$ cat src/rtl/exec_pkg.sv
// Shared function codes, default widths and state/unit encodings for the
// execution stage that feeds the common data bus.
package exec_pkg;

    localparam logic [3:0] FUNC_ADD = 4'b0000;
    localparam logic [3:0] FUNC_SUB = 4'b0001;
    localparam logic [3:0] FUNC_MUL = 4'b0010;
    localparam logic [3:0] FUNC_DIV = 4'b0011;

    localparam int unsigned DEF_DATA_W = 16;
    localparam int unsigned DEF_ROB_W  = 3;
    localparam int unsigned DEF_RD_W   = 4;
    localparam int unsigned DEF_RSI_W  = 2;

    typedef enum logic [1:0] {AddIdle, AddBusy, AddDone} add_state_e;
    typedef enum logic [1:0] {MulIdle, MulBusy, DivBusy, MulDone} mul_state_e;
    typedef enum logic {UnitAdd = 1'b0, UnitMul = 1'b1} cdb_unit_e;

    // Everything that is not mul/div (including illegal codes) goes to the add unit.
    function automatic logic is_mul_func(input logic [3:0] func);
        return (func == FUNC_MUL) || (func == FUNC_DIV);
    endfunction

endpackage

$ cat src/rtl/div_iter.sv
// Iterative restoring divider: one quotient bit per cycle, DATA_W cycles per divide.
// A zero divisor naturally yields an all-ones quotient.
module div_iter #(
    parameter int unsigned DATA_W = 16
) (
    input  logic              clk1,
    input  logic              rst_n,
    input  logic              flush,
    input  logic              start,
    input  logic [DATA_W-1:0] dividend,
    input  logic [DATA_W-1:0] divisor,
    output logic              busy,
    output logic              done,
    output logic [DATA_W-1:0] quotient
);

    localparam int unsigned CNT_W = $clog2(DATA_W + 1);

    logic [CNT_W-1:0]  cnt_q;
    logic [DATA_W-1:0] rem_q;
    logic [DATA_W-1:0] quo_q;
    logic [DATA_W-1:0] dsr_q;
    logic [DATA_W:0]   rem_shift;
    logic [DATA_W:0]   diff;
    logic              ge;

    // quo_q shifts dividend bits out of the top and quotient bits in at the bottom.
    assign rem_shift = {rem_q, quo_q[DATA_W-1]};
    assign diff      = rem_shift - {1'b0, dsr_q};
    assign ge        = rem_shift >= {1'b0, dsr_q};
    assign busy      = cnt_q != '0;
    // High during the cycle whose closing edge writes the final quotient bit.
    assign done      = cnt_q == CNT_W'(1);
    assign quotient  = quo_q;

    always_ff @(posedge clk1) begin
        if (!rst_n || flush) begin
            cnt_q <= '0;
            rem_q <= '0;
            quo_q <= '0;
            dsr_q <= '0;
        end else if (start) begin
            cnt_q <= CNT_W'(DATA_W);
            rem_q <= '0;
            quo_q <= dividend;
            dsr_q <= divisor;
        end else if (busy) begin
            cnt_q <= cnt_q - CNT_W'(1);
            rem_q <= ge ? diff[DATA_W-1:0] : rem_shift[DATA_W-1:0];
            quo_q <= {quo_q[DATA_W-2:0], ge};
        end
    end

endmodule

$ cat src/rtl/fu_exec_cdb.sv
// Add/sub and mul/div execution units with a registered, mul-priority CDB.
// Define FU_DIV_EN to build the iterative divider; otherwise func 0011 is illegal.
module fu_exec_cdb
    import exec_pkg::*;
#(
    parameter int unsigned DATA_W  = DEF_DATA_W,
    parameter int unsigned ROB_W   = DEF_ROB_W,
    parameter int unsigned RD_W    = DEF_RD_W,
    parameter int unsigned RSI_W   = DEF_RSI_W,
    parameter int unsigned ADD_LAT = 1,
    parameter int unsigned MUL_LAT = 3
) (
    input  logic              clk1,
    input  logic              rst_n,
    input  logic              flush,
    input  logic              disp_valid,
    output logic              disp_ready,
    input  logic [3:0]        disp_func,
    input  logic [DATA_W-1:0] disp_rs1data,
    input  logic [DATA_W-1:0] disp_rs2data,
    input  logic [ROB_W-1:0]  disp_rob_ind,
    input  logic [RD_W-1:0]   disp_rd,
    input  logic [RSI_W-1:0]  disp_rsindex,
    output logic              cdb_valid,
    output logic [DATA_W-1:0] cdb_data,
    output logic [ROB_W-1:0]  cdb_rob_ind,
    output logic [RD_W-1:0]   cdb_rd,
    output logic [RSI_W-1:0]  cdb_rsindex,
    output logic              cdb_unit,
    output logic              cdb_exc
);

    localparam int unsigned ACNT_W = (ADD_LAT > 1) ? $clog2(ADD_LAT) : 1;
    localparam int unsigned MCNT_W = (MUL_LAT > 1) ? $clog2(MUL_LAT) : 1;

    add_state_e        add_state_q;
    logic [ACNT_W-1:0] add_cnt_q;
    logic [3:0]        add_func_q;
    logic [DATA_W-1:0] add_a_q, add_b_q;
    logic [ROB_W-1:0]  add_rob_q;
    logic [RD_W-1:0]   add_rd_q;
    logic [RSI_W-1:0]  add_rsi_q;

    mul_state_e        mul_state_q;
    logic [MCNT_W-1:0] mul_cnt_q;
    logic              mul_exc_q;
    logic              mul_div_q;
    logic [DATA_W-1:0] mul_a_q, mul_b_q;
    logic [ROB_W-1:0]  mul_rob_q;
    logic [RD_W-1:0]   mul_rd_q;
    logic [RSI_W-1:0]  mul_rsi_q;

    logic              to_mul, accept, add_accept, mul_accept;
    logic              add_grant, mul_grant;
    logic [DATA_W-1:0] add_res, mul_res, mul_prod;
    logic              add_exc;
    logic [DATA_W-1:0] div_quo;
    logic              div_done, div_busy;

    assign to_mul     = is_mul_func(disp_func);
    assign disp_ready = to_mul ? (mul_state_q == MulIdle) : (add_state_q == AddIdle);
    assign accept     = disp_valid && disp_ready && !flush;
    assign add_accept = accept && !to_mul;
    assign mul_accept = accept && to_mul;

    // Mul unit always wins a tie; add holds in DONE for another cycle.
    assign mul_grant = mul_state_q == MulDone;
    assign add_grant = (add_state_q == AddDone) && !mul_grant;

`ifdef FU_DIV_EN
    logic div_start;
    assign div_start = mul_accept && (disp_func == FUNC_DIV);

    div_iter #(
        .DATA_W(DATA_W)
    ) u_div_iter (
        .clk1    (clk1),
        .rst_n   (rst_n),
        .flush   (flush),
        .start   (div_start),
        .dividend(disp_rs1data),
        .divisor (disp_rs2data),
        .busy    (div_busy),
        .done    (div_done),
        .quotient(div_quo)
    );
`else
    assign div_quo  = '0;
    assign div_done = 1'b0;
    assign div_busy = 1'b0;
`endif

    always_comb begin
        add_res = '0;
        add_exc = 1'b0;
        case (add_func_q)
            FUNC_ADD: add_res = add_a_q + add_b_q;
            FUNC_SUB: add_res = add_a_q - add_b_q;
            default:  add_exc = 1'b1;
        endcase
    end

    assign mul_prod = mul_a_q * mul_b_q;

    always_comb begin
        if (mul_exc_q) begin
            mul_res = '0;
        end else if (mul_div_q) begin
            mul_res = div_quo;
        end else begin
            mul_res = mul_prod;
        end
    end

    always_ff @(posedge clk1) begin
        if (!rst_n || flush) begin
            add_state_q <= AddIdle;
            add_cnt_q   <= '0;
            add_func_q  <= FUNC_ADD;
            add_a_q     <= '0;
            add_b_q     <= '0;
            add_rob_q   <= '0;
            add_rd_q    <= '0;
            add_rsi_q   <= '0;
        end else begin
            unique case (add_state_q)
                AddIdle: begin
                    if (add_accept) begin
                        add_state_q <= AddBusy;
                        add_cnt_q   <= ACNT_W'(ADD_LAT - 1);
                        add_func_q  <= disp_func;
                        add_a_q     <= disp_rs1data;
                        add_b_q     <= disp_rs2data;
                        add_rob_q   <= disp_rob_ind;
                        add_rd_q    <= disp_rd;
                        add_rsi_q   <= disp_rsindex;
                    end
                end
                AddBusy: begin
                    if (add_cnt_q == '0) begin
                        add_state_q <= AddDone;
                    end else begin
                        add_cnt_q <= add_cnt_q - ACNT_W'(1);
                    end
                end
                AddDone: begin
                    if (add_grant) begin
                        add_state_q <= AddIdle;
                    end
                end
                default: add_state_q <= AddIdle;
            endcase
        end
    end

    always_ff @(posedge clk1) begin
        if (!rst_n || flush) begin
            mul_state_q <= MulIdle;
            mul_cnt_q   <= '0;
            mul_exc_q   <= 1'b0;
            mul_div_q   <= 1'b0;
            mul_a_q     <= '0;
            mul_b_q     <= '0;
            mul_rob_q   <= '0;
            mul_rd_q    <= '0;
            mul_rsi_q   <= '0;
        end else begin
            unique case (mul_state_q)
                MulIdle: begin
                    if (mul_accept) begin
                        mul_cnt_q <= MCNT_W'(MUL_LAT - 1);
                        mul_a_q   <= disp_rs1data;
                        mul_b_q   <= disp_rs2data;
                        mul_rob_q <= disp_rob_ind;
                        mul_rd_q  <= disp_rd;
                        mul_rsi_q <= disp_rsindex;
`ifdef FU_DIV_EN
                        mul_exc_q   <= 1'b0;
                        mul_div_q   <= disp_func == FUNC_DIV;
                        mul_state_q <= (disp_func == FUNC_DIV) ? DivBusy : MulBusy;
`else
                        mul_exc_q   <= disp_func == FUNC_DIV;
                        mul_div_q   <= 1'b0;
                        mul_state_q <= MulBusy;
`endif
                    end
                end
                MulBusy: begin
                    if (mul_cnt_q == '0) begin
                        mul_state_q <= MulDone;
                    end else begin
                        mul_cnt_q <= mul_cnt_q - MCNT_W'(1);
                    end
                end
                DivBusy: begin
                    if (div_done) begin
                        mul_state_q <= MulDone;
                    end else if (!div_busy) begin
                        mul_state_q <= MulIdle;
                    end
                end
                MulDone: begin
                    if (mul_grant) begin
                        mul_state_q <= MulIdle;
                    end
                end
                default: mul_state_q <= MulIdle;
            endcase
        end
    end

    // Fields hold their last broadcast while cdb_valid is low.
    always_ff @(posedge clk1) begin
        if (!rst_n) begin
            cdb_valid   <= 1'b0;
            cdb_data    <= '0;
            cdb_rob_ind <= '0;
            cdb_rd      <= '0;
            cdb_rsindex <= '0;
            cdb_unit    <= 1'b0;
            cdb_exc     <= 1'b0;
        end else if (flush) begin
            cdb_valid <= 1'b0;
        end else if (mul_grant) begin
            cdb_valid   <= 1'b1;
            cdb_data    <= mul_res;
            cdb_rob_ind <= mul_rob_q;
            cdb_rd      <= mul_rd_q;
            cdb_rsindex <= mul_rsi_q;
            cdb_unit    <= UnitMul;
            cdb_exc     <= mul_exc_q;
        end else if (add_grant) begin
            cdb_valid   <= 1'b1;
            cdb_data    <= add_res;
            cdb_rob_ind <= add_rob_q;
            cdb_rd      <= add_rd_q;
            cdb_rsindex <= add_rsi_q;
            cdb_unit    <= UnitAdd;
            cdb_exc     <= add_exc;
        end else begin
            cdb_valid <= 1'b0;
        end
    end

endmodule

$ cat config.mk
export PLATFORM = sky130hd
export DESIGN_NAME = fu_exec_cdb
export DESIGN_NICKNAME = d
export VERILOG_FILES = /design/src/rtl/exec_pkg.sv /design/src/rtl/div_iter.sv /design/src/rtl/fu_exec_cdb.sv
export SDC_FILE = /design/constraint.sdc
export NUM_CORES = 1
export LEC_CHECK = 0
export CAP_MARGIN = 20
export CELL_PAD_IN_SITES_DETAIL_PLACEMENT = 1
export CELL_PAD_IN_SITES_GLOBAL_PLACEMENT = 1
export CORE_MARGIN = 2
export CORE_UTILIZATION = 48
export CTS_BUF_LIST = sky130_fd_sc_hd__clkbuf_8 sky130_fd_sc_hd__clkbuf_16
export CTS_CLUSTER_DIAMETER = 150
export DETAILED_ROUTE_END_ITERATION = 7
export GPL_TIMING_DRIVEN = 0
export PLACE_DENSITY_LB_ADDON = 0.3
export SLEW_MARGIN = 20
export SYNTH_ARGS = -nofsm -noshare
export SYNTH_HDL_FRONTEND = slang
export SYNTH_SLANG_ARGS = --single-unit
$ cat constraint.sdc
create_clock -name clk1 -period 16.8 [get_ports clk1]
set_clock_uncertainty 0.1 [all_clocks]
set_input_delay 1.68 -clock clk1 [delete_from_list [all_inputs] [get_ports clk1]]
set_output_delay 1.68 -clock clk1 [all_outputs]
set_load 0.05 [all_outputs]
[Word-level counts from Yosys, hierarchy flattened]
Cells that the tools add are included.
Widths: inputs -> output; s select.
Operators by class
  add/sub/neg operators: 4
  multiply operators: 1
  equal/unequal tests: 14
  muxes and demuxes: 31
  bitwise operators: 2
  reductions and logical operators: 28
Operators by type and width (count)
  $mux 16: 3
  $pmux 16 s2: 1
  $mux 2: 9
  $add 16x16->16: 1
  $mul 16x16->16: 1
  $sub 16x16->16: 1
  $ne 2x2->1 const B: 6
  $pmux 2 s3: 2
  $mux 1: 10
  $reduce_and 2->1: 5
  $eq 4x2->1 const B: 2
  $mux 4: 2
  $eq 2x2->1 const B: 3
  $logic_not 2->1: 3
  $mux 3: 2
  $reduce_and 3->1: 2
  $reduce_bool 2->1: 3
  $reduce_or 2->1: 3
  $logic_and 1x1->1: 5
  $eq 2x1->1 const B: 2
  $eq 4x1->1 const B: 1
  $logic_not 1->1: 4
  $logic_not 4->1: 1
  $pmux 2 s2: 1
  other kinds (5): 7
Word-level totals
  register bits after elaboration: 122
  input bits: 49
  output and inout bits: 29
  word-level logic and storage cells: 103

[Depth between registers and ports, before layout]
Gate-level depths: netlist of run 1.
  word-level depth: 8
  depth in mapped cells: 21
  mapped depth without buffers: 20

[Worst setup path after synthesis of run 1]
OpenSTA, ideal clock, no wires.
  path type: register to register
  start point: reg mul_b_q[1]
  end point: reg cdb_data[14]
  setup time: 0.122 ns
  arrival time: 5.126 ns
  required time: 16.578 ns
  slack: 11.452 ns
  cell stages (with the launch flop): 20
  path buffers: 1
  period minus slack after synthesis: 5.348 ns
  cell sequence: dfxtp_1 -> clkbuf_1 -> nand2_1 -> fa_1 -> fa_1 -> fa_1 -> fa_1 -> inv_1 -> fa_1 -> inv_1 -> fa_1 -> inv_1 -> ha_1 -> and3_1 -> a21oi_1 -> o21ai_0 -> o41ai_1 -> xnor2_1 -> a21oi_1 -> a21oi_1
On the way
  longest elaborated chain between the ends: 3
Ends and longest elaborated chain
  from (decl): RTL line fu_exec_cdb.sv:48  | logic [DATA_W-1:0] mul_a_q, mul_b_q;
  from (signal assigned): RTL line fu_exec_cdb.sv:173  | mul_b_q <= disp_rs2data;
  $mul 16x16->16: RTL line fu_exec_cdb.sv:103  | assign mul_prod = mul_a_q * mul_b_q;
  $mux 16: RTL line fu_exec_cdb.sv:106  | if (mul_exc_q) begin
  $mux 16: RTL line fu_exec_cdb.sv:224  | end else if (mul_grant) begin
  to (signal assigned): RTL line fu_exec_cdb.sv:226  | cdb_data <= mul_res;
  to (signal assigned): RTL line fu_exec_cdb.sv:234  | cdb_data <= add_res;
  to (decl): RTL line fu_exec_cdb.sv:25  | output logic [DATA_W-1:0] cdb_data,
No other way between the ends.
A chain may end at the register's enable or synchronous reset.

[Worst setup path after layout of run 1]
Same ends and word-level chain as after synthesis.

==> results summary, run 1 <==
The flow ran to the end, and the final reports show no timing, DRC or antenna violations. The internal power summed over all cells came out at between 0.0006 and 0.0007 W. The predominant post-synthesis flop cell is dfxtp_1.

Setup repair after global routing left no endpoint under its margin. The number of remaining DRC errors is 0. The power dissipated by switching net loads came out at roughly 0.00021 W.

The data required time of the worst path came out at 16.99 ns. The via count is 8683. The setup slack of the critical path after layout is around 11 ns. The sink count of the clock tree came out at 121.

The number of distinct standard cells referenced by the synthesized netlist came out at 56. Of the total power, the share spent switching nets is 25.8%. The post-synthesis instance area came out at 0.00948 mm².

78 I/O pins were placed. The yosys synthesis warning count came out at 0. The setup path with the least slack is of type reg -> reg. The final cell utilization of the core came out at slightly below 60%. The relative area change from synthesis to final layout is 18.5%.

The arrival time at the worst endpoint came out at 6.37 ns. The post-CTS resize count is 0. The path class of the tightest hold or removal check is reg -> reg.

The power density of the placed cells came out at 72.0 mW/mm². The number of maximum-capacitance violations is 0. The pin count of the biggest net entering global routing is 17. For this run, the post-layout net count is 1479. Static timing analysis puts the maximum clock frequency at roughly 160 MHz. The routed length per instance came out at 20.2 µm. The instance count of the mapped netlist is 1187. The terminus of the critical flop-to-flop path is cdb_data[14]$_SDFFE_PN0P_. The vertical die dimension is 145 µm. The maximum number of buffers from clock root to sink is 2. The clock insertion delay at the later pin of the skew report came out at between 0.4 and 0.5 ns. The register cell area after layout came out at 0.00242 mm².

Of the total power, registers draw between 30% and 40%. The multi-input gate area in the final layout is 0.00636 mm². Global routing finished with a remaining overflow of 0. The core region is 0.0194 mm².

The number of clock buffers inserted by TritonCTS came out at 17. The relative contribution of combinational cells to total power came out at 14.1%. The hold path depth came out at 2. The number of flops mapped to enable cells by yosys is 0. The setup check on the worst reg-to-reg path leaves a slack of 10.62 ns. The die area came out at 0.0209 mm².

The number of synthesized register bits is 121. In this run the most critical hold path is launched from add_rd_q[2]$_SDFFE_PP0P_. The number of optimization iterations in the first detailed-route pass is 5.

The top fanout value on the critical path came out at 10. The clock share of power is between 40% and 50%. The first global-routing pass estimated 50100 µm of wire. Port buffering added 77 buffers. The number of global-route vias before repair came out at between 9000 and 10000.

The placed cell area came out at 0.0106 mm². The total setup buffers inserted after CTS came out at 0. The count of nets left with antenna violations once routing finished came out at 0.

For the worst flop-to-flop path, the logic depth is 19. In this run the critical register-to-register path is launched from mul_b_q[1]$_SDFFE_PP0P_. The fraction of the cycle the final worst path needs came out at 36.8%. The static leakage came out at 4.65 nW. The tree is rooted in a clkbuf_16. The worst setup path is launched from a flop. The cell repeated most along the worst path is fa_1. The max-slew violation count came out at 0. The clock transition time at the flip-flop clock pins of the worst setup and hold paths came out at 0.06 ns. The number of placement rows is 51. The slowest stage of the critical path belongs to the cell fa_1. The share of post-route cells with drive strength above 1 is 3.55%. The number of violations reported at the end of detailed-routing iteration 0 is 451.

The detailed placement HPWL is 24100 µm. Walking the worst path, the cells encountered are clkbuf_1 -> nand2_1 -> fa_1 -> fa_1 -> fa_1 -> fa_1 -> inv_1 -> fa_1 -> inv_1 -> fa_1 -> inv_1 -> ha_1 -> and3_1 -> a21oi_1 -> o21ai_0 -> o41ai_1 -> xnor2_1 -> a21oi_1 -> a21oi_1. The mean number of vias per cell came out at ~5.6. The worst slew slack as a fraction of its limit came out at between 40% and 50%. The hold-fix buffer count after cts came out at 0. Dividing the synthesized area by the synthesized cell count gives between 7 and 8 µm². The global-route total usage across every layer is 31.8%. The initial antenna violation count is 0. The number of antenna diodes came out at 0.

The maximum vdd drop is roughly 65 µV. The number of fill cells in the layout is 2382. The initial utilization of the core area, before any placement, comes to 48.9%. The number of endpoints with negative hold slack in the final report came out at 0. The minimum setup slack after placement came out at 10.64 ns. The destination of the worst hold path is add_rd_q[2]$_SDFFE_PP0P_. The setup TNS after final layout came out at 0 ns.

TritonCTS built the clock tree. The overall routed net length came out at around 32000 µm. The final design area excluding fillers came out at approximately 0.011 mm². The placer congestion estimate came out at 0.877. The delay of the slowest critical-path stage came out at 0.58 ns. The total of endpoints with negative setup slack in the final report is 0. The floorplan die width is around 140 µm. The share of flip-flops with an asynchronous set or reset came out at 0%. Counting every net in the synthesized netlist gives between 1000 and 1500. The H-tree depth reported by CTS came out at 4. The type of destination of the critical path is a flop.

The final-layout worst hold slack is about 0.36 ns. For the pin with the worst max-slew slack, the measured transition is about 0.79 ns. The clock period could shrink to ~6.2 ns. The part of the Yosys area used for sequential elements came out at 25.5%.
-- synthesized netlist by cell type (2+ instances only) --
| library cell | number | area, µm² |
|---|---|---|
| clkbuf_1 | 56 | 210 |
| o211ai_1 | 3 | 22.5 |
| ha_1 | 66 | 826 |
| a211oi_1 | 5 | 37.5 |
| o21ai_0 | 31 | 155 |
| o21a_1 | 10 | 75.1 |
| o41ai_1 | 3 | 26.3 |
| a21o_1 | 3 | 22.5 |
| or3_1 | 2 | 12.5 |
| nor2_1 | 44 | 165 |
| nand2_1 | 278 | 1040 |
| a221oi_1 | 4 | 35.0 |
| fa_1 | 81 | 1620 |
| xor2_1 | 16 | 140 |
| nor3_1 | 12 | 60.1 |
| nor2b_1 | 4 | 25.0 |
| o31ai_1 | 7 | 52.6 |
| and2_1 | 72 | 450 |
| xnor2_1 | 40 | 350 |
| and3_1 | 2 | 12.5 |
| a21oi_1 | 120 | 601 |
| nor4_1 | 3 | 18.8 |
| nand2b_1 | 6 | 37.5 |
| buf_2 | 4 | 20.0 |
| o31a_1 | 2 | 17.5 |
| nor3b_1 | 3 | 22.5 |
| dfxtp_1 | 121 | 2420 |
| inv_1 | 125 | 469 |
| a32oi_1 | 2 | 17.5 |
| nand3_1 | 26 | 130 |
| o211a_1 | 11 | 110 |
-- per-stage QoR --
stage / cells / power (W)
6_report: 1560 / 0.000809
3_5_place_dp: 1529 / 0.000409
2_1_floorplan: 1187 / 0.000367
5_1_grt: 1560 / 0.000833
4_1_cts: 1560 / 0.000809
3_3_place_gp: 1529 / 0.000407
-- per-layer routing --
metal / up-vias / wire [µm] / track usage (%)
met1: 4313 / 12300 / 35.9
li1: 4020 / - / -
met4: 0 / 1300 / 14.3
met2: 266 / 16600 / 58.5
met5: - / 0 / 0
met3: 84 / 1330 / 5.40
-- how the worst max path moves through the flow --
stage                     slack (ns)                   endpoint  depth (start not counted)                     from
after global routing           10.27  cdb_data[14]$_SDFFE_PN0P_                         19  mul_b_q[1]$_SDFFE_PP0P_
final                          10.62  cdb_data[14]$_SDFFE_PN0P_                         19  mul_b_q[1]$_SDFFE_PP0P_
after CTS                      10.58  cdb_data[14]$_SDFFE_PN0P_                         19  mul_b_q[2]$_SDFFE_PP0P_
after detailed placement       10.64  cdb_data[14]$_SDFFE_PN0P_                         19  mul_b_q[2]$_SDFFE_PP0P_
after global placement         10.81  cdb_data[14]$_SDFFE_PN0P_                         19  mul_b_q[1]$_SDFFE_PP0P_
after floorplan                11.45  cdb_data[14]$_SDFFE_PN0P_                         19  mul_b_q[1]$_SDFFE_PP0P_
-- power by group through the flow --
stage	registers [W]	logic, W	clock network (W)
after floorplan	0.000300	0.0000670	0
after global placement	0.000299	0.000108	0
after detailed placement	0.000300	0.000110	0
after CTS	0.000294	0.000113	0.000403
after global routing	0.000294	0.000123	0.000417
final	0.000294	0.000114	0.000402
-- worst max-delay path: cells and delay by family, from the launching register on --
family          cells  cell delay (ns)
compound gates      5             0.84
simple gates        2             0.35
xor+xnor            1             0.15
flops               1             0.51
buf+inv             4             0.59
fa+ha+maj           7             3.50
-- cell usage in the layout (no fill, tap or decap), types with 11 or more instances in the layout --
master and n:
clkbuf_16 17, xor2_1 16, o21ai_0 31, inv_1 125, clkdlybuf4s50_1 77, ha_1 66, and2_1 72, nor3_1 12
nor2_1 44, xnor2_1 40, nand3_1 26, fa_1 81, o211a_1 11, dfxtp_1 121, nand2_1 278, a21oi_1 120
clkbuf_1 56
-- flip-flops by register name, summed over array words and instances, names as in the netlist, 2 cells and up --
| name | flops |
|---|---|
| add_a_q | 16 |
| add_b_q | 16 |
| cdb_data | 16 |
| mul_a_q | 16 |
| mul_b_q | 16 |
| add_func_q | 4 |
| add_rd_q | 4 |
| cdb_rd | 4 |
| mul_rd_q | 4 |
| add_rob_q | 3 |
| cdb_rob_ind | 3 |
| mul_rob_q | 3 |
| add_rsi_q | 2 |
| add_state_q | 2 |
| cdb_rsindex | 2 |
| mul_cnt_q | 2 |
| mul_rsi_q | 2 |
| mul_state_q | 2 |
-- final cells by class --
class | count | share of cell area [%]
multi-input cells | 880 | 56.6
flip-flops and latches | 121 | 21.6
repair buffers | 77 | 6.86
inverters | 125 | 4.18
clock buffers | 18 | 3.91
well taps | 265 | 2.95
plain buffers | 61 | 2.09
clock inverters | 13 | 1.79
-- kinds of logic after synthesis --
| group | after synthesis | share of synthesized area, % |
|---|---|---|
| fa+ha+maj | 147 | 25.8 |
| mux | 1 | 0.106 |
| xor+xnor | 57 | 5.41 |
| compound gates | 217 | 14.1 |
| buf+inv | 186 | 7.43 |
| simple gates | 458 | 21.5 |
| flops | 121 | 25.5 |
No activity file was read; power rests on OpenSTA's default activity.
==> run 2: changes to the inputs <==
--- a/config.mk
+++ b/config.mk
@@ -9,7 +9,7 @@
 export CELL_PAD_IN_SITES_DETAIL_PLACEMENT = 1
 export CELL_PAD_IN_SITES_GLOBAL_PLACEMENT = 1
 export CORE_MARGIN = 2
-export CORE_UTILIZATION = 48
+export CORE_UTILIZATION = 40
 export CTS_BUF_LIST = sky130_fd_sc_hd__clkbuf_8 sky130_fd_sc_hd__clkbuf_16
 export CTS_CLUSTER_DIAMETER = 150
 export DETAILED_ROUTE_END_ITERATION = 7
==> constraint.sdc (replaced) <==
create_clock -name clk1 -period 5.29 [get_ports clk1]
set_clock_uncertainty 0.1 [all_clocks]
set_input_delay 0.529 -clock clk1 [delete_from_list [all_inputs] [get_ports clk1]]
set_output_delay 0.529 -clock clk1 [all_outputs]
set_load 0.05 [all_outputs]
==> run 2 against run 1 <==
Effect of this change: critical path depth increased by 1; count of clock-buffer cells in the layout stayed put; non-clock buffer count grew 16; combinational power rose to 3.1 times the previous value; final cell count up 4.6%; total power rose to 3.2 times the previous value; clock power grew to 3.3 times the previous value; first-iteration DRC count decreased by 10%; routed wire length fell by 1.5%; critical path type unchanged; the flow now finishes with violations (negative setup slack); setup slack worse by 11 ns; sequential power grew to 3.2 times the previous value; hold slack worse by 0.0020 ns.
==> results summary, run 2 (same netlist as run 1, synthesis figures left out) <==
The number of buffers and inverters on the critical path came out at 6 (+2). The path class of the tightest hold or removal check is reg -> reg. The internal power summed over all cells came out at 0.00191 W (+220%). The number of remaining DRC errors came out at 0 (unchanged). The final design area excluding fillers came out at 0.0118 mm² (+5.4%). The relative area change from synthesis to final layout came out at 24.9%. The clock share of power is 50.5% (+0.9 points). The top cell types in the final layout, fill and taps aside, are 275 x nand2_1, 118 x inv_1, 117 x a21oi_1. The delay of the slowest critical-path stage is 0.56 ns (-0.02 ns). The maximum number of buffers from clock root to sink is 2 (unchanged).

The number of clock buffers inserted by TritonCTS came out at 17 (unchanged). The detailed placement HPWL is 23300 µm (-3.1%). The overall routed net length is 31100 µm (-1.5%). The data required time of the worst path is 5.49 ns (-11.50 ns). The fraction of the cycle the final worst path needs came out at 100% (+64 points). TritonCTS built the clock tree.

The register cell area after layout is 0.00248 mm² (+2.2%). The total of endpoints with negative setup slack in the final report came out at 2 (+2). The number of placed cells counting well taps is 1583 (+3.5%). The multi-input gate area in the final layout came out at 0.00657 mm² (+3.3%).

The clock transition time at the flip-flop clock pins of the worst setup and hold paths is 0.06 ns (about the same). The routed length per instance is 19.1 µm (-5.8%). The peak clock frequency supported by timing is 188 MHz (+16%). The first-pass GRT wire length is 48800 µm (-2.6%). The placed cell area is 0.0107 mm² (+0.66%).

The number of placement rows is 56 (+9.8%). The number of primary I/O pins came out at 78 (unchanged). The slew at the pin closest to its max-slew limit came out at 0.754 ns (-0.0409 ns). The vertical die dimension is 158 µm (+9.3%).

The initial antenna violation count is 0 (unchanged). The worst slew slack as a fraction of its limit is 49.8% (+3.1 points). The setup slack of the critical path after layout is -0.0264 ns (-10.65 ns). The clock insertion delay at the later pin of the skew report came to 0.42 ns (about the same). The floorplan die width came to 158 µm (+9.3%). The number of fill cells in the layout is 2878 (+21%). The number of violations reported at the end of detailed-routing iteration 0 is 405 (-10%). The relative contribution of combinational cells to total power came out at 13.7% (-0.4 points).

Leaving out fill and tap cells, the most frequent cell in the layout is nand2_1. The number of standard cells in the final layout excluding fillers came to 1631 (+4.6%). The max-slew violation count is 0 (unchanged). The slowest cell on the critical path is fa_1. The sink count of the clock tree is 121 (unchanged). The die area is 0.0250 mm² (+19%). The mean number of vias per cell is 5.31 (-4.6%). The type of element launching the critical path is a flop.

The final-layout worst hold slack came out at 0.355 ns (-0.00197 ns). The top fanout value on the critical path is 7 (-3). The total number of nets in the final design is 1495 (+1.1%). The flow ran to the end, but the final reports show violations. The number of nets still failing antenna checks after routing is 0 (unchanged). The setup TNS after final layout came to -0.0498 ns (-0.0498 ns). The power density of the placed cells is 219 mW/mm² (+200%).

The type of the worst setup path is reg -> reg. The signal on the critical path passes through buf_4 -> and2_1 -> fa_1 -> inv_1 -> fa_1 -> inv_1 -> fa_1 -> fa_2 -> fa_1 -> inv_1 -> fa_1 -> inv_2 -> ha_4 -> nand3_2 -> a21oi_2 -> buf_4 -> o31ai_4 -> xnor2_2 -> a21oi_1 -> a21oi_1. The final cell utilization of the core came to 50.6% (-7.3 points). The type of destination of the critical path is a flop. The power share of the sequential group is 35.8% (-0.5 points). The pin count of the biggest net entering global routing came out at 17 (unchanged). The number of endpoints with negative hold slack in the final report came out at 0 (unchanged).

The switching power as a share of total power came out at 26.1% (+0.33 points). The family of cells with the greatest summed delay on the critical path is adder cells. The register-to-register setup slack came out at -0.03 ns (-10.65 ns). The static leakage is 4.86 nW (+4.4%). The number of antenna diodes came to 0 (unchanged). The number of buffers added on ports was 77 (unchanged). The number of optimization iterations in the first detailed-route pass is 5 (unchanged). The cell repeated most along the worst path is fa_1.

The placeable core region came out at 0.0234 mm² (+21%). The global-route total usage across every layer came out at 25.8% (-6.0 points). The leftover overflow at the end of global routing was 0 (unchanged). The power dissipated by switching net loads came out at 0.000676 W (+220%). The checks that failed: negative setup slack. The arrival time at the worst endpoint came out at 5.52 ns (-0.85 ns).

The number of global-route vias before repair is 9044 (-4.9%). The number of maximum-capacitance violations came to 0 (unchanged). The H-tree depth reported by CTS came out at 4 (unchanged).

The share of post-route cells with drive strength above 1 came to 10.7% (+7.1 points). The minimum clock period came to 5.32 ns (-0.864 ns). Setup repair after global routing could not meet its margin everywhere. The via count came out at 8659 (-0.28%). The maximum vdd drop was 191 µV (+190%). The placer congestion estimate is 0.856 (-2.4%). The initial core utilization is 40.5% (-8.4 points).

The root buffer cell is clkbuf_16.
## run 2: cell types whose count changed in the layout (fill, tap and decap cells not counted), moves of 7 or more
cell / change
inv_2: +7
dfxtp_1: -19
clkbuf_1: -14
dfxtp_4: +12
buf_4: +22
inv_1: -7
dfxtp_2: +7
## run 2: worst paths after layout
check                             start                    endpoint  cells past startpoint
min          add_func_q[1]$_SDFFE_PP0P_  add_func_q[1]$_SDFFE_PP0P_                      2
min reg2reg  add_func_q[1]$_SDFFE_PP0P_  add_func_q[1]$_SDFFE_PP0P_                      2
max reg2reg     mul_b_q[6]$_SDFFE_PP0P_   cdb_data[15]$_SDFFE_PN0P_                     20
max             mul_b_q[6]$_SDFFE_PP0P_   cdb_data[15]$_SDFFE_PN0P_                     20
## run 2: power groups by stage
stage          clock network (W)  registers [W]  logic, W
5_1_grt                  0.00136       0.000928  0.000384
2_1_floorplan                  0       0.000952  0.000213
3_5_place_dp                   0       0.000952  0.000348
3_3_place_gp                   0       0.000951  0.000343
6_report                 0.00131       0.000927  0.000354
4_1_cts                  0.00132       0.000930  0.000352
## run 2: repair_timing
item	4_1_cts	5_1_grt
gates resized for setup	71	42
gates cloned	1	1
endpoints found under the setup margin	7	7
buffers inserted	13	10
hold buffers	0	0
pin swaps	29	42
## run 2: layout make-up
cell class,count,area share (%)
Clock buffer,18,3.71
Sequential cell,121,20.9
Inverter,125,3.96
Tap cell,319,3.37
Clock inverter,14,1.84
Timing Repair Buffer,102,8.38
Buffer,52,2.34
Multi-Input combinational cell,880,55.5
## run 2: per-layer routing
layer  up-vias  track usage [%]  wire (µm)
met5         -                0          0
met4         0             7.81        643
met3        43             3.04       1190
met2       208             46.3      16000
met1      4354             32.3      13200
li1       4054                -          -
## run 2: metrics by stage
| step | setup WS (ns) | power, W |
|---|---|---|
| floorplan | 0.0308 | 0.00116 |
| global placement | -0.716 | 0.00129 |
| detailed placement | -0.804 | 0.00130 |
| CTS | -0.178 | 0.00260 |
| global route | -0.202 | 0.00267 |
| finish | -0.0264 | 0.00259 |
## run 2: worst register-to-register path, stage by stage, from the launching register on
cell,delay [ns]
dfxtp_4,0.38
buf_4,0.17
and2_1,0.15
fa_1,0.48
inv_1,0.06
fa_1,0.54
inv_1,0.05
fa_1,0.50
fa_2,0.45
fa_1,0.49
inv_1,0.05
fa_1,0.56
inv_2,0.06
ha_4,0.24
nand3_2,0.08
a21oi_2,0.05
buf_4,0.15
o31ai_4,0.31
xnor2_2,0.11
a21oi_1,0.15
a21oi_1,0.07
